--- src/rtl/v30mz_pkg.sv ---
// v30mz_pkg
// Shared types for the V30MZ execution unit: ALU operation encodings and the
// shift sequencer state type. The ALU and the shift sequencer both import this
// package, so neither of them contains a literal op encoding.
package v30mz_pkg;

  typedef enum logic [3:0] {
    ALUOP_ADD         = 4'd0,
    ALUOP_SUB         = 4'd1,
    ALUOP_SHIFT_LEFT  = 4'd2,
    ALUOP_SHIFT_RIGHT = 4'd3
  } AluOp;

  typedef enum logic [1:0] {
    IDLE  = 2'd0,
    SHIFT = 2'd1,
    DONE  = 2'd2
  } shift_state_t;

endpackage

--- src/rtl/alu_shift_sequencer.sv ---
// alu_shift_sequencer
// Multi-cycle logical shift sequencer. It accepts a shift-by-count request,
// drives the external combinational ALU with one single-bit shift per cycle
// for the masked count, then presents the final value and the last bit
// shifted out until the consumer takes it.
//
//   state | meaning
//   IDLE  | ready for a request; ALU sees a harmless ADD 0 + 0
//   SHIFT | one ALU shift per cycle, acc <= alu_r, remaining counts down
//   DONE  | response held on rsp_result/rsp_carry until rsp_ready
//
// Ports:
//   clk, reset            clock, synchronous active-high reset
//   req_valid/req_ready   request handshake (ready only in IDLE)
//   req_dir               0 = shift left, 1 = shift right (logical)
//   req_operand           value to shift
//   req_count             raw count; masked with COUNT_MASK
//   alu_op/alu_a/alu_b    drive the ALU; alu_b is always zero
//   alu_r                 ALU result, sampled in the same cycle
//   rsp_valid/rsp_ready   response handshake
//   rsp_result/rsp_carry  shifted value and last bit shifted out
//   busy                  high in SHIFT or DONE
module alu_shift_sequencer
  import v30mz_pkg::*;
#(
  parameter int         WIDTH      = 16,
  parameter logic [7:0] COUNT_MASK = 8'h1F
) (
  input  logic             clk,
  input  logic             reset,
  input  logic             req_valid,
  output logic             req_ready,
  input  logic             req_dir,
  input  logic [WIDTH-1:0] req_operand,
  input  logic [7:0]       req_count,
  output logic [3:0]       alu_op,
  output logic [WIDTH-1:0] alu_a,
  output logic [WIDTH-1:0] alu_b,
  input  logic [WIDTH-1:0] alu_r,
  output logic             rsp_valid,
  input  logic             rsp_ready,
  output logic [WIDTH-1:0] rsp_result,
  output logic             rsp_carry,
  output logic             busy
);

  shift_state_t     state;
  logic [WIDTH-1:0] acc;
  logic             carry;
  logic             dir;
  logic [4:0]       remaining;
  logic [7:0]       cnt;

  assign cnt = req_count & COUNT_MASK;

  always_ff @(posedge clk) begin
    if (reset) begin
      state     <= IDLE;
      acc       <= '0;
      carry     <= 1'b0;
      dir       <= 1'b0;
      remaining <= '0;
    end else begin
      case (state)
        IDLE: begin
          if (req_valid) begin
            acc       <= req_operand;
            dir       <= req_dir;
            carry     <= 1'b0;
            remaining <= cnt[4:0];
            state     <= (cnt != 8'd0) ? SHIFT : DONE;
          end
        end
        SHIFT: begin
          acc       <= alu_r;
          // Bit leaving the operand this cycle; the last one survives to DONE.
          carry     <= dir ? acc[0] : acc[WIDTH-1];
          remaining <= remaining - 5'd1;
          if (remaining == 5'd1) begin
            state <= DONE;
          end
        end
        DONE: begin
          if (rsp_ready) begin
            state <= IDLE;
          end
        end
        default: state <= IDLE;
      endcase
    end
  end

  // ALU ownership is limited to SHIFT; elsewhere it sees ADD 0 + 0.
  always_comb begin
    alu_op = ALUOP_ADD;
    alu_a  = '0;
    if (state == SHIFT) begin
      alu_op = dir ? ALUOP_SHIFT_RIGHT : ALUOP_SHIFT_LEFT;
      alu_a  = acc;
    end
  end

  assign alu_b      = '0;
  assign req_ready  = (state == IDLE);
  assign rsp_valid  = (state == DONE);
  assign busy       = (state != IDLE);
  assign rsp_result = acc;
  assign rsp_carry  = carry;

endmodule
--- config.mk ---
export PLATFORM = sky130hd
export DESIGN_NAME = alu_shift_sequencer
export DESIGN_NICKNAME = d
export VERILOG_FILES = /design/src/rtl/v30mz_pkg.sv /design/src/rtl/alu_shift_sequencer.sv
export SDC_FILE = /design/constraint.sdc
export NUM_CORES = 1
export LEC_CHECK = 0
export CORE_MARGIN = 2
export CORE_UTILIZATION = 30
export DETAILED_ROUTE_END_ITERATION = 10
export GPL_TIMING_DRIVEN = 1
export PLACE_DENSITY_LB_ADDON = 0.2
export SYNTH_ARGS = -nofsm -noshare
export SYNTH_HDL_FRONTEND = slang
export SYNTH_SLANG_ARGS = --single-unit
--- constraint.sdc ---
create_clock -name clk -period 2.13 [get_ports clk]
set_input_delay 0.5325 -clock clk [delete_from_list [all_inputs] [get_ports clk]]
set_output_delay 0.5325 -clock clk [all_outputs]
set_load 0.01 [all_outputs]
Yosys cells after proc, flatten, opt, wreduce, memory -nomap -nowiden
Cells that the tools add are included.
{"block": "word_totals", "reg_bits": 25, "in_bits": 45, "output_inout_bits": 56}
{"block": "classes", "reduce_logical": 7, "eq_ne": 6, "addsub": 1, "muxes": 15}
{"op": "two-way mux 16 bit", "n": 2}
{"op": "one-hot mux 16 bit (2 select lines)", "n": 1}
{"op": "two-way mux 2 bit", "n": 5}
{"op": "one-hot mux 5 bit (2 select lines)", "n": 1}
{"op": "nonzero test 8 bit", "n": 1}
{"op": "one-hot mux 2 bit (3 select lines)", "n": 1}
{"op": "equality test 5 x 1 -> 1 bit (second input constant)", "n": 1}
{"op": "two-way mux 5 bit", "n": 1}
{"op": "subtractor 5 x 1 -> 5 bit (second input constant)", "n": 1}
{"op": "inequality test 2 bit (second input constant)", "n": 2}
{"op": "AND reduction 2 bit", "n": 2}
{"op": "nonzero test 2 bit", "n": 2}
{"op": "two-way mux 1 bit", "n": 3}
{"op": "AND reduction 3 bit", "n": 1}
{"op": "equality test 2 x 1 -> 1 bit (second input constant)", "n": 1}
{"op": "equality test 2 bit (second input constant)", "n": 1}
{"op": "logical NOT 2 bit", "n": 1}
{"op": "inequality test 2 x 1 -> 1 bit (second input constant)", "n": 1}
{"op": "one-hot mux 1 bit (2 select lines)", "n": 1}

Logic depth before layout (Yosys ltp)
{"block": "logic_depth", "ltp_word": 4, "mapped_depth": 5}

Least setup slack after synthesis
Ideal clock, no wire load.
{"block": "synth_timing", "path_kind": "register -> output", "start": "register state[0]", "end": "output port alu_a[10]", "path_buffers": 1, "stages_incl_launch_ff": 4, "arrival_ns": 1.042, "slack_ns": 0.555, "required_ns": 1.597, "cell_sequence": "dfxtp_1 -> nor2b_1 -> clkbuf_1 -> and2_1"}
{"block": "synth_between", "elab_chain_cells": 2}
{"element": "start: declaration", "line_no": "alu_shift_sequencer.sv:47", "text": "shift_state_t state;"}
{"element": "start signal: assignment", "line_no": "alu_shift_sequencer.sv:71", "text": "state <= (cnt != 8'd0) ? SHIFT : DONE;"}
{"element": "equality test 2 x 1 -> 1 bit", "line_no": "alu_shift_sequencer.sv:97", "text": "if (state == SHIFT) begin"}
{"element": "two-way mux 16 bit", "line_no": "alu_shift_sequencer.sv:97"}
{"element": "end: declaration", "line_no": "alu_shift_sequencer.sv:37", "text": "output logic [WIDTH-1:0] alu_a,"}
Every way passes these cells.

Worst setup path after layout
{"block": "layout_timing", "start": "register state[0]", "end": "output port busy"}
{"block": "layout_between", "elab_chain_cells": 1}
{"element": "nonzero test 2 bit", "line_no": "alu_shift_sequencer.sv:106", "text": "assign busy = (state != IDLE);"}
{"element": "end: declaration", "line_no": "alu_shift_sequencer.sv:44", "text": "output logic busy"}
Every way passes these cells.

==> flow_summary.ini <==
[power_and_ir_drop]
clockPowerShare = 0.169
leakage_nw = 1.04
p_int_mw = 1.14
combinationalPowerShare = 0.471
switching_share = 0.335
p_per_area_nw_per_um2 = 712
switchingPower_mw = 0.575
peakVddDrop_uv = 312
power_frac_seq = 0.360
power.total_mw = 1.71

[cells_and_area]
antenna_cells = 0
final_cell_mix = clkdlybuf4s50_1, dfxtp_1, nor2_1, conb_1, dlygate4sd2_1
final_common_cell = clkdlybuf4s50_1
instances_no_fill = 324
fillers = 486
area_growth_pct = 60.9
fin_nets = 305
layout-drive-gt1-share = 0.0934

[detailed_routing]
dr.pass1.iters = 4
wire_per_inst_um = 11.6
top_layer = met4
wl_met1_um = 1610
wl_um = 3750
wl_met3_um = 290
viasPerCell = 4.40
vias = 1425
drt_iter0_markers = 36
met2_length_um = 1820
ant_nets = 0
drc_errors = 0

[sta]
period_minus_slack_ps = 2080
period_share = 0.976
rsz0062_at_grt = false
fin_ws_ps = 51.4
setup_tns_ps = 0
clock_skew_ps = 4.71
fmax_ghz = 0.481
hold_viol_final = 0
slew_viol_final = 0
setup_violations = 0

[synthesis]
synthSimpleGateAreaFrac = 0.208
synth_top_family_by_area = simple AND/OR/NAND/NOR gates
ys_types = 35
synthAdderAreaFrac = 0.0167
yosys-top-cells-area = dfxtp_1, mux2i_1, buf_4
synth_compound_area_frac = 0.179
yosys_warnings = 0
synth_top_area_share = 0.335
yosys.area_share.xor_xnor = 0
ys_seq_elements = 25
synthMuxAreaShare = 0.115
synth_cells = 175
synth_top_area_cell = dfxtp_1
avgSynthCellArea_um2 = 8.54
ys_seq_area_frac = 0.335
synthesis.area_um2 = 1500

[place]
hpwl_um = 2810
gp_congestion = 0.826
place_ws_ps = 179
io_buffer_count = 79
dp.cells = 318

[floorplan]
die_area_um2 = 5560
coreArea_um2 = 4750
fp-row-count = 25
io-pin-count = 101
die_x_um = 74.6
die_height_um = 74.6
initial_utilization = 0.314

[worst_hold_path]
whs_path_depth = 2
hp-start = remaining[1]
min-delay-path-class = reg2reg
hold_end = remaining[1]

[global_routing]
grt_max_degree = 23
grt_pass1_wl_um = 5870
grt_pass1_vias = 1292
grt_overflow = 0
antenna_found_initial = 0
grt_util_all_layers = 0.135

[worst_setup_path]
cp-start-kind = register
reg2reg_to = remaining[4]
reg2reg_slack_ps = 570
crit_type = reg2out
cp_max_fo = 7
arrival_ps = 1550
worstSetupEndpointType = output pin
r2r_cells = 5
critPathRequiredTime_ps = 1600
r2r_start = remaining[0]

[clock_network]
clock_sink_count = 25
cts_root_buf = clkbuf_8
cts_tree = done
clock_path_buffers = 2
htree_levels = 1
clock_latency_ps = 270
clk_pin_slew_ps = 90
cts_buffers = 3

[run_status]
status = complete, no violations

[flow_run]
max-cap-violations = 0
==> per-layer routing <==
metal,global-route usage,vias up
met5,0,-
met4,0.0476,0
met3,0.0244,2
met2,0.234,59
met1,0.169,624
li1,-,740
==> repair_timing <==
action                     4_1_cts  5_1_grt
gates resized for setup         21        0
buffers inserted                 1        0
hold buffers                     0        0
setup endpoints to repair       18        0
==> cells in the mapped netlist <==
| cell type | n |
|---|---|
| dfxtp_1 | 25 |
| nor2_1 | 22 |
| buf_4 | 20 |
| a211oi_1 | 17 |
| and2_1 | 17 |
| mux2i_1 | 16 |
| inv_1 | 6 |
| a21oi_1 | 4 |
| buf_2 | 4 |
| clkbuf_1 | 4 |
| nor2b_1 | 4 |
| o21ai_0 | 4 |
| or4_1 | 3 |
| buf_1 | 2 |
| ha_1 | 2 |
| nand3_1 | 2 |
| nand3b_1 | 2 |
| nor3_1 | 2 |
| nor3b_1 | 2 |
| o211ai_1 | 2 |
| a2111oi_0 | 1 |
| a22oi_1 | 1 |
| a31o_2 | 1 |
| a32o_1 | 1 |
| and3_1 | 1 |
| and3b_1 | 1 |
| conb_1 | 1 |
| mux2_2 | 1 |
| nand2_1 | 1 |
| o21ba_2 | 1 |
| o21bai_1 | 1 |
| o31ai_1 | 1 |
| o41ai_1 | 1 |
| o41ai_2 | 1 |
| or2_2 | 1 |
==> registers in the layout, indices dropped and copies added, names as in the netlist <==
signal / cells
rsp_carry: 1
dir: 1
rsp_result: 16
state: 2
remaining: 5
==> layout make-up <==
type | instances | area (um^2) | share of cell area
Clock inverter | 1 | 5.00 | 0.00208
Timing Repair Buffer | 91 | 900 | 0.374
Inverter | 6 | 22.5 | 0.00936
Sequential cell | 25 | 503 | 0.209
Tap cell | 67 | 83.8 | 0.0348
Multi-Input combinational cell | 131 | 851 | 0.354
Clock buffer | 3 | 41.3 | 0.0172
==> critical path, cell delays in order, from the launching register on <==
cell	delay, ps
dfxtp_2	340
buf_4	150
or2_2	300
clkdlybuf4s50_1	490
==> logic make-up after synthesis <==
| kind of cell | count (synthesis) |
|---|---|
| AND/OR/NAND/NOR | 58 |
| AO/OA/AOI/OAI | 36 |
| adder cells (fa/ha/maj) | 2 |
| multiplexers | 17 |
| other | 1 |
| flip-flops | 25 |
| buffers and inverters | 36 |
==> power by group through the flow <==
stage	sequential (mW)	combinational (mW)	clock, mW
floorplan	0.639	0.417	0
global placement	0.624	0.789	0
detailed placement	0.628	0.794	0
CTS	0.618	0.818	0.306
global route	0.631	0.888	0.326
finish	0.616	0.807	0.290
==> per-stage QoR <==
| stage | area, um^2 | hold WS [ps] | utilization |
|---|---|---|---|
| 4_1_cts | 2410 | 499 | 0.506 |
| 6_report | 2410 | 500 | 0.506 |
| 5_1_grt | 2410 | 542 | 0.506 |
| 2_1_floorplan | 1560 | 455 | - |
| 3_3_place_gp | 2340 | 472 | 0.491 |
| 3_5_place_dp | 2340 | 484 | 0.491 |
==> worst max path at each step <==
stage                    from             to  slack, ps
floorplan            state[0]      alu_a[10]        560
global placement     state[1]      alu_op[0]        180
detailed placement  req_valid  rsp_result[4]        180
CTS                  state[0]           busy         40
global route         state[0]           busy          8
finish               state[0]           busy         50
(Power assumes the default switching activity.)
